`src/rtl/mult4_sched.sv`:
```
// mult4_sched: round-robin front end sharing one sequential 4x4 multiplier
// (init/done protocol) among N_REQ requesters, with a done-wait watchdog.
module mult4_sched #(
  parameter int unsigned N_REQ    = 4,
  parameter int unsigned INIT_LEN = 2,
  parameter int unsigned TIMEOUT  = 63
) (
  input  logic                 clk,
  input  logic                 rst_n,
  input  logic [N_REQ-1:0]     req_valid,
  input  logic [4*N_REQ-1:0]   req_a,
  input  logic [4*N_REQ-1:0]   req_b,
  output logic [N_REQ-1:0]     req_ready,
  output logic [N_REQ-1:0]     rsp_valid,
  output logic [7:0]           rsp_pp,
  output logic                 rsp_err,
  output logic                 mult_init,
  output logic [3:0]           mult_a,
  output logic [3:0]           mult_b,
  input  logic [7:0]           mult_pp,
  input  logic                 mult_done,
  output logic                 busy,
  output logic [2:0]           grant_id
);

  localparam int unsigned TW = (TIMEOUT > 1) ? $clog2(TIMEOUT + 1) : 1;
  localparam int unsigned PW = (INIT_LEN > 1) ? $clog2(INIT_LEN) : 1;

  typedef enum logic [1:0] {
    S_IDLE,
    S_INIT,
    S_WAIT,
    S_RESP
  } state_t;

  state_t          state;
  logic [2:0]      last;
  logic [PW-1:0]   phase;
  logic [TW-1:0]   tcnt;
  logic [TW-1:0]   tcnt_nxt;
  logic            done_q;

  logic            found;
  logic [2:0]      win;
  logic [3:0]      win_a;
  logic [3:0]      win_b;

  function automatic logic [N_REQ-1:0] onehot(input logic [2:0] i);
    return {{(N_REQ-1){1'b0}}, 1'b1} << i;
  endfunction

  // Round-robin search beginning just after the last winner, wrapping at N_REQ-1.
  always_comb begin
    logic [3:0]       idx;
    logic [N_REQ-1:0] rv_sh;
    logic [4*N_REQ-1:0] sh_a;
    logic [4*N_REQ-1:0] sh_b;
    found = 1'b0;
    win   = '0;
    idx   = '0;
    rv_sh = '0;
    for (int unsigned k = 1; k <= N_REQ; k++) begin
      idx = {1'b0, last} + 4'(k);
      if (idx >= 4'(N_REQ)) idx = idx - 4'(N_REQ);
      rv_sh = req_valid >> idx;
      if (!found && rv_sh[0]) begin
        found = 1'b1;
        win   = idx[2:0];
      end
    end
    sh_a  = req_a >> (4 * win);
    sh_b  = req_b >> (4 * win);
    win_a = sh_a[3:0];
    win_b = sh_b[3:0];
  end

  // Saturating watchdog increment.
  always_comb begin
    tcnt_nxt = (tcnt == '1) ? tcnt : tcnt + 1'b1;
  end

  // Scheduler FSM; every output is registered here.
  always_ff @(posedge clk or negedge rst_n) begin
    if (!rst_n) begin
      state     <= S_IDLE;
      last      <= 3'(N_REQ - 1);
      phase     <= '0;
      tcnt      <= '0;
      done_q    <= 1'b0;
      req_ready <= '0;
      rsp_valid <= '0;
      rsp_pp    <= '0;
      rsp_err   <= 1'b0;
      mult_init <= 1'b0;
      mult_a    <= '0;
      mult_b    <= '0;
      busy      <= 1'b0;
      grant_id  <= '0;
    end else begin
      case (state)
        S_IDLE: begin
          if (found) begin
            mult_a    <= win_a;
            mult_b    <= win_b;
            grant_id  <= win;
            last      <= win;
            phase     <= PW'(INIT_LEN - 1);
            req_ready <= onehot(win);
            mult_init <= 1'b1;
            busy      <= 1'b1;
            state     <= S_INIT;
          end
        end
        S_INIT: begin
          req_ready <= '0;
          if (phase == '0) begin
            mult_init <= 1'b0;
            tcnt      <= '0;
            // Pretend done was already high so a stale level cannot complete.
            done_q    <= 1'b1;
            state     <= S_WAIT;
          end else begin
            phase <= phase - 1'b1;
          end
        end
        S_WAIT: begin
          done_q <= mult_done;
          if (mult_done && !done_q) begin
            rsp_pp    <= mult_pp;
            rsp_err   <= 1'b0;
            rsp_valid <= onehot(grant_id);
            state     <= S_RESP;
          end else if (tcnt_nxt == TW'(TIMEOUT)) begin
            rsp_pp    <= '0;
            rsp_err   <= 1'b1;
            rsp_valid <= onehot(grant_id);
            state     <= S_RESP;
          end else begin
            tcnt <= tcnt_nxt;
          end
        end
        S_RESP: begin
          rsp_valid <= '0;
          rsp_err   <= 1'b0;
          busy      <= 1'b0;
          state     <= S_IDLE;
        end
        default: state <= S_IDLE;
      endcase
    end
  end

endmodule

```
`config.mk`:
```
export PLATFORM = sky130hd
export DESIGN_NAME = mult4_sched
export DESIGN_NICKNAME = d
export VERILOG_FILES = /design/src/rtl/mult4_sched.sv
export SDC_FILE = /design/constraint.sdc
export NUM_CORES = 1
export LEC_CHECK = 0
export CORE_MARGIN = 5
export CORE_UTILIZATION = 45
export DETAILED_ROUTE_END_ITERATION = 7
export PLACE_DENSITY = 0.76
export SYNTH_ARGS = -nofsm -noshare
export SYNTH_HDL_FRONTEND = slang
export SYNTH_SLANG_ARGS = --single-unit
```
`constraint.sdc`:
```
create_clock -name clk -period 6.65 [get_ports clk]
set_clock_uncertainty 0.05 [all_clocks]
set_input_delay 1.995 -clock clk [delete_from_list [all_inputs] [get_ports clk]]
set_output_delay 1.995 -clock clk [all_outputs]
set_load 0.01 [all_outputs]
```
==> results.md, run 1 <==
* Rows at 28
* Number of enable flip-flop cells after synthesis at 0
* GR met3 Demand/Resource at 3.82%
* Cell-internal power at 0.996 mW
* Die height at 88.3 um
* Multi-input gate area at 1570 um2
* Antenna violations before repair at 0
* Status: finished, final reports clean
* Final estimated routing congestion in global placement at around 0.8
* CP startpoint kind: primary input
* Post-synth design cell area at 2760 um2
* Switching power at 0.766 mW
* Post-Syn Instances at 287
* Leading post-synthesis cells by cell area: sky130_fd_sc_hd__dfrtp_1 36%, sky130_fd_sc_hd__mux2_2 7.4%, sky130_fd_sc_hd__mux2i_1 5.8%
* Via count of the first global-routing pass at 2406
* Cell count after placement at 422
* Ratio of cells with drive above 1 in the final layout at 13.2%
* Total overflow reported by the global router at 0
* Critical register-to-register path endpoint: req_ready[2]
* Total of endpoints with negative setup slack in the final report at 0
* Most frequently used cell type in the post-synthesis netlist: sky130_fd_sc_hd__dfrtp_1
* Number of levels in the clock H-tree at 2
* Global-route track usage on met2 at 29.7%
* Maximum number of pins on one net before global-route repair at 43
* Library cells used by synthesis at 57
* Routed WL at 6770 um
* Max Transition Viols Final at 0
* Depth of the worst register-to-register path at 8
* Die width at 88.3 um
* Cts-stage hold buffer count at 0
* Post-Synth Adder-Cell Area at 3.18%
* Kind of critical path: primary input to flip-flop
* Post-synth top area share at 36.3%
* Final TNS setup at 0 ns
* Number of vias in the routed layout at 2395
* Wire length of the first global-routing pass at 11100 um
* Full die area at slightly below 8000 um2
* Num CTS Buffers at 5
* Clock root buffer: sky130_fd_sc_hd__clkbuf_8
* Unrepaired setup endpoints after global routing: no
* Share of the synthesized netlist area taken by xor and xnor gates at less than 1%
* Port bufs at 76
* Seq pwr share at about 27%
* Non-Filler Instances at between 400 and 500
* Worst skew pair latency at 0.29 ns
* GRT met1 Usage at 23.2%
* Via density per instance at 5.57
* Fin nets at 408
* Clock slew seen by the registers of the worst setup and hold paths at 0.07 ns
* Filler instances at between 500 and 600
* Slowest-stage cell, CP: sky130_fd_sc_hd__nand2b_1
* Number of primary I/O pins at 77
* Worst rel slew slack at 38.3%
* Leakage power total at between 1 and 1.5 nW
* Clock tree from TritonCTS: yes
* All-layer global routing usage at roughly 18%
* Count of state elements after synthesis at 42
* Antenna cells at 0
* Area of the core region at 5960 um2
* Clock Tree Buf Depth at 2
* Peak VDD IR at 0.265 mV
* Crit. End Element: flip-flop
* Path category of the worst min-delay check: flip-flop to flip-flop
* Clock network fraction of total power at about a tenth
* Layer with the highest usage: met2
* Final standard cell utilization of the core at 60.6%
* Area growth syn-to-layout at 30.9%
* Slack of the worst reg-to-reg path at 2.70 ns
* Mux cell area share after synthesis at between 10 and 15%
* Count of routing violations after the opening detailed-route iteration at 141
* Iteration count of the initial detailed-routing pass at 4
* Top cells by instance count after synthesis: 40 x sky130_fd_sc_hd__dfrtp_1, 25 x sky130_fd_sc_hd__nand2_1, 19 x sky130_fd_sc_hd__nor2_1
* Register Area at ~1100 um2
* Peak fanout along the critical path at 28
* Cell chain of the critical path: clkdlybuf4s50_1 -> mux4_2 -> o21a_1 -> nor4_1 -> nand2b_1 -> nor2_1 -> a32o_1
* Share of the synthesized area in compound gates (AO/OA/AOI/OAI) at 21.8%
* Slew at the pin closest to its max-slew limit at 0.926 ns
* Number of instances resized during post-cts repair at 0
* Syn nets at 341
* Startpoint of the tightest hold check path: mult_b[2]
* Post-synth ARST share at 100%
* Critical path data required time at 6.78 ns
* Sum of net half-perimeters after detailed placement at 5260 um
* Upper clock frequency limit at 211 MHz
* Count of endpoints failing hold in the final timing report at 0
* Clock sink total at 42
* Ys flop type: sky130_fd_sc_hd__dfrtp_1
* Number of maximum-capacitance violations at 0
* Worst hold stages at 2
* Crit Reg-Reg Startpoint: last[0]
* Number of warnings reported in the yosys synthesis log at 0
* Average instance area after synthesis at 9.61 um2
* Tcrit/Tclk final at 71.3%
* Portion of total power attributed to combinational logic at 63.5%
* Number of buffers added for setup after CTS at 0
* Critical path data arrival time at around 4.9 ns
* Largest stage delay on the critical path at between 0.7 and 0.8 ns
* Largest family of logic cells by synthesized area: compound AO/OA/AOI/OAI gates
* Initial standard-cell utilization of the core at 46.3%
* Post-route minimum period at ~4.7 ns
* Total power per unit cell area at 488 nW/um2
* Basic-gate share of the synthesized area counting and, or, nand and nor cells at 16.4%
* Routed Antenna Nets at 0
* Terminating pin of the worst hold path: mult_b[2]
* Switching share of total power at between 40% and 50%
* Most area-hungry cell type in the Yosys netlist: sky130_fd_sc_hd__dfrtp_1
* Seq/Total Area, Yosys at 38.2%
* Remaining DRCs at 0
* Post-detailed-route wirelength per cell at 15.7 um
* Final Total Pwr at between 1.5 and 2 mW
==> power by group through the flow <==
stage / logic [mW] / registers, mW / clock network [mW]
after floorplan: 0.799 / 0.479 / 0
after global placement: 1.10 / 0.476 / 0
after detailed placement: 1.12 / 0.478 / 0
after CTS: 1.12 / 0.475 / 0.173
after global routing: 1.23 / 0.493 / 0.185
final: 1.12 / 0.475 / 0.167
==> how the worst max path moves through the flow <==
stage	from	endpoint	slack, ns	cells past startpoint
final	req_valid[2]	req_ready[2]	1.91	7
after global routing	req_valid[2]	req_ready[2]	1.67	7
after CTS	req_valid[2]	req_ready[2]	1.96	7
after detailed placement	req_valid[2]	req_ready[2]	1.66	7
after global placement	req_valid[2]	req_ready[2]	1.83	7
after floorplan	req_valid[0]	mult_a[0]	2.79	7
==> layout make-up <==
| type | instances | area share (%) |
|---|---|---|
| clock buffer | 6 | 2.29 |
| inverter | 12 | 1.25 |
| timing repair buffer | 76 | 20.9 |
| tap | 75 | 2.60 |
| sequential | 42 | 29.2 |
| multi-input combinational | 217 | 43.4 |
| clock inverter | 2 | 0.347 |
==> metrics by stage <==
stage	instance area, um2	worst slack [ns]	hold WS (ns)
final	3610	1.91	0.448
after global routing	3610	1.67	0.484
after CTS	3610	1.96	0.449
after detailed placement	3510	1.66	0.432
after global placement	3510	1.83	0.420
after floorplan	2760	2.79	0.461
==> cells in the final DEF (no fill, tap or decap), types with 4 or more instances in the layout <==
master,count
sky130_fd_sc_hd__clkdlybuf4s50_1,75
sky130_fd_sc_hd__dfrtp_1,40
sky130_fd_sc_hd__nand2_1,25
sky130_fd_sc_hd__nor2_1,19
sky130_fd_sc_hd__mux2_2,18
sky130_fd_sc_hd__o21ai_0,17
sky130_fd_sc_hd__a21oi_1,17
sky130_fd_sc_hd__mux2i_1,16
sky130_fd_sc_hd__inv_1,12
sky130_fd_sc_hd__o221ai_1,10
sky130_fd_sc_hd__a22o_1,8
sky130_fd_sc_hd__or3_1,8
sky130_fd_sc_hd__o21ai_1,8
sky130_fd_sc_hd__ha_1,7
sky130_fd_sc_hd__clkbuf_8,6
sky130_fd_sc_hd__and2_1,5
sky130_fd_sc_hd__nand3_1,5
sky130_fd_sc_hd__nand2b_1,4
==> metal layers <==
layer  vias up  part of all wire, %
met5         -                    0
met4         0                 0.99
met3         8                  5.3
met2        54                   49
met1      1141                   44
li1       1192                    -
==> worst max-delay path, delay by kind of cell <==
family                 cells  cell delay, ns
and+or+nand+nor            3            1.35
muxes                      1            0.56
buffers and inverters      1            0.53
AOI/OAI and AO/OA          2            0.43
==> state kept, by name, summed over array words and instances, names as in the netlist <==
register and cells:
done_q 1, mult_b 4, phase 1, last 2, state 2, tcnt 6
mult_init 1, req_ready 4, rsp_valid 4, mult_a 4, busy 1, grant_id 3
rsp_pp 8, rsp_err 1
==> logic make-up after synthesis <==
group,Yosys count
AO/OA/AOI/OAI,84
XOR/XNOR,3
adder cells (fa/ha/maj),7
buffers and inverters,28
flip-flops,42
multiplexers,36
AND/OR/NAND/NOR,87
Note: power is estimated with default switching activity, not from simulation.
==> inputs of run 2 (changes only) <==
==> constraint.sdc (replaced) <==
create_clock -name clk -period 4.41 [get_ports clk]
set_clock_uncertainty 0.05 [all_clocks]
set_input_delay 1.323 -clock clk [delete_from_list [all_inputs] [get_ports clk]]
set_output_delay 1.323 -clock clk [all_outputs]
set_load 0.01 [all_outputs]
==> run 2 against run 1 <==
  * Design area grew 0.62%
  * Core utilization up 0.38 points
  * Die area is the same
  * Sequential share of layout area down 0.18 points
  * Sequential power grew 52%
  * Register-to-register slack worse by 2.1 ns
  * Cell count increased by 0.70%
  * First-iteration DRC count fell by 21%
  * Flip-flop and latch count unchanged
  * Combinational power up 53%
  * Via count grew 1.6%
  * Highest routed layer unchanged
==> results.md, run 2 (same netlist as run 1, synthesis figures left out) <==
* Via count of the first global-routing pass at 2452 (+1.9%)
* Peak VDD IR at 0.430 mV (+62%)
* Most common cell after layout, fill and taps aside: sky130_fd_sc_hd__clkdlybuf4s50_1
* Smallest hold slack at 0.437 ns (-0.0116 ns)
* Total of endpoints with negative setup slack in the final report at 0 (unchanged)
* Peak fanout along the critical path at 24 (-14%)
* Clock root buffer: sky130_fd_sc_hd__clkbuf_8
* Iteration count of the initial detailed-routing pass at 4 (unchanged)
* Max Transition Viols Final at 0 (unchanged)
* Worst skew pair latency at 0.29 ns (about the same)
* Clock network fraction of total power at 9.6% (about the same)
* Seq pwr share at 26.7% (-0.3 points)
* Area growth syn-to-layout at 31.7%
* Cell-internal power at 1.53 mW (+53%)
* Count of routing violations after the opening detailed-route iteration at 112 (-21%)
* Largest register FFs at 8 (unchanged)
* Ratio of cells with drive above 1 in the final layout at 14.0% (+0.73 points)
* Number of maximum-capacitance violations at 0 (unchanged)
* Worst rel slew slack at 39.2% (+0.90 points)
* Upper clock frequency limit at 263 MHz
* Critical path data arrival time at 3.95 ns (-0.92 ns)
* Total power per unit cell area at 741 nW/um2 (+52%)
* Post-detailed-route wirelength per cell at 16.1 um (+2.1%)
* Sum of net half-perimeters after detailed placement at 5320 um (+1.1%)
* Clock sink total at 42 (unchanged)
* Fin area at 3630 um2 (+0.62%)
* Die width at 88.3 um (unchanged)
* Port bufs at 76 (unchanged)
* CP startpoint kind: flip-flop
* Number of vias in the routed layout at 2434 (+1.6%)
* Area of the core region at 5960 um2 (unchanged)
* Routed WL at 6960 um (+2.8%)
* Number of instances resized during post-cts repair at 0 (unchanged)
* Status: finished, final reports clean
* Most flop-heavy register: rsp_pp
* Full die area at 7790 um2 (unchanged)
* Number of buffers added for setup after CTS at 0 (unchanged)
* Rows at 28 (unchanged)
* Post-route minimum period at between 3 and 4 ns
* Placed standard-cell area at 3540 um2 (+0.64%)
* Most used cells in the layout excluding fill and tap cells: 75 x sky130_fd_sc_hd__clkdlybuf4s50_1, 40 x sky130_fd_sc_hd__dfrtp_1, 25 x sky130_fd_sc_hd__nand2_1, 19 x sky130_fd_sc_hd__nor2_1, 18 x sky130_fd_sc_hd__mux2_2
* Slew at the pin closest to its max-slew limit at 0.912 ns (-0.0135 ns)
* Kind of critical path: flip-flop to flip-flop
* Routed Antenna Nets at 0 (unchanged)
* Total overflow reported by the global router at 0 (unchanged)
* Unrepaired setup endpoints after global routing: no
* Remaining DRCs at 0 (unchanged)
* Die height at 88.3 um (unchanged)
* All-layer global routing usage at 18.6% (+0.67 points)
* Clock slew seen by the registers of the worst setup and hold paths at 0.08 ns (about the same)
* Cell count after placement at 425 (+0.71%)
* Tcrit/Tclk final at 86.1%
* Initial standard-cell utilization of the core at 46.3% (unchanged)
* Maximum number of pins on one net before global-route repair at 43 (unchanged)
* Final estimated routing congestion in global placement at 0.811 (-1.1%)
* Slack of the worst reg-to-reg path at 0.61 ns (-2.09 ns)
* Via density per instance at 5.62 (+0.92%)
* Wire length of the first global-routing pass at 11600 um (+4.5%)
* Non-Filler Instances at 433 (+0.70%)
* Clock Tree Buf Depth at 2 (unchanged)
* Leakage power total at 1.49 nW (+0.94%)
* Switching power at 1.17 mW (+52%)
* Critical path data required time at 4.57 ns (-2.21 ns)
* Crit. End Element: flip-flop
* Number of levels in the clock H-tree at 2 (unchanged)
* Final TNS setup at 0 ns (unchanged)
* Largest registers ranked by flip-flop count: rsp_pp (8), tcnt (6)
* Num CTS Buffers at 5 (unchanged)
* Cts-stage hold buffer count at 0 (unchanged)
* Antenna cells at 0 (unchanged)
* Number of primary I/O pins at 77 (unchanged)
* Path category of the worst min-delay check: flip-flop to flip-flop
* Clock tree from TritonCTS: yes
* Antenna violations before repair at 0 (unchanged)
* Switching share of total power at 43.3% (-0.17 points)
* Fin nets at 411 (+0.74%)
* Portion of total power attributed to combinational logic at 63.7% (+0.2 points)
* Count of endpoints failing hold in the final timing report at 0 (unchanged)
run 2: area by class of cell:
class / count / area (um2)
clock inverter: 2 / 12.5
inverter: 12 / 45.0
clock buffer: 6 / 82.6
timing repair buffer: 79 / 778
fill: 536 / 2320
sequential: 42 / 1050
tap: 75 / 93.8
multi-input combinational: 217 / 1570
run 2: path summary, 6_finish.rpt:
path,depth (start not counted),from,end
max reg2reg,9,last[0],mult_b[2]
min,2,mult_b[0],mult_b[0]
max in group asynchronous,1,rst_n,mult_b[2]
max,9,last[0],mult_b[2]
min reg2reg,2,mult_b[0],mult_b[0]
min in group asynchronous,1,rst_n,done_q
run 2: power groups by stage:
stage	combinational (mW)	sequential [mW]	clock, mW
6_report	1.71	0.720	0.258
2_1_floorplan	1.20	0.722	0
3_3_place_gp	1.68	0.718	0
4_1_cts	1.72	0.718	0.265
5_1_grt	1.91	0.748	0.281
3_5_place_dp	1.72	0.721	0
run 2: metrics by stage:
stage	utilization (%)	power (mW)	setup WS, ns
2_1_floorplan	-	1.93	1.23
4_1_cts	61.0	2.71	0.612
5_1_grt	61.0	2.93	0.351
6_report	61.0	2.69	0.615
3_3_place_gp	59.4	2.40	0.487
3_5_place_dp	59.4	2.44	0.440
run 2: routing by layer:
metal	vias up	global-route usage, %	routed length (um)
li1	1203	-	-
met4	0	4.53	78
met5	-	0	0
met3	8	4.47	439
met1	1151	25.3	3110
met2	72	30.0	3330
run 2: worst max-delay path, stage by stage (launching register included):
cell and delay, ns:
sky130_fd_sc_hd__dfstp_2 0.85, sky130_fd_sc_hd__inv_1 0.22, sky130_fd_sc_hd__ha_1 0.52, sky130_fd_sc_hd__mux2i_1 0.24, sky130_fd_sc_hd__nor2_1 0.10, sky130_fd_sc_hd__or2_2 0.44
sky130_fd_sc_hd__a221o_1 0.31, sky130_fd_sc_hd__o21ai_2 0.45, sky130_fd_sc_hd__mux2_2 0.39, sky130_fd_sc_hd__o21ai_1 0.13
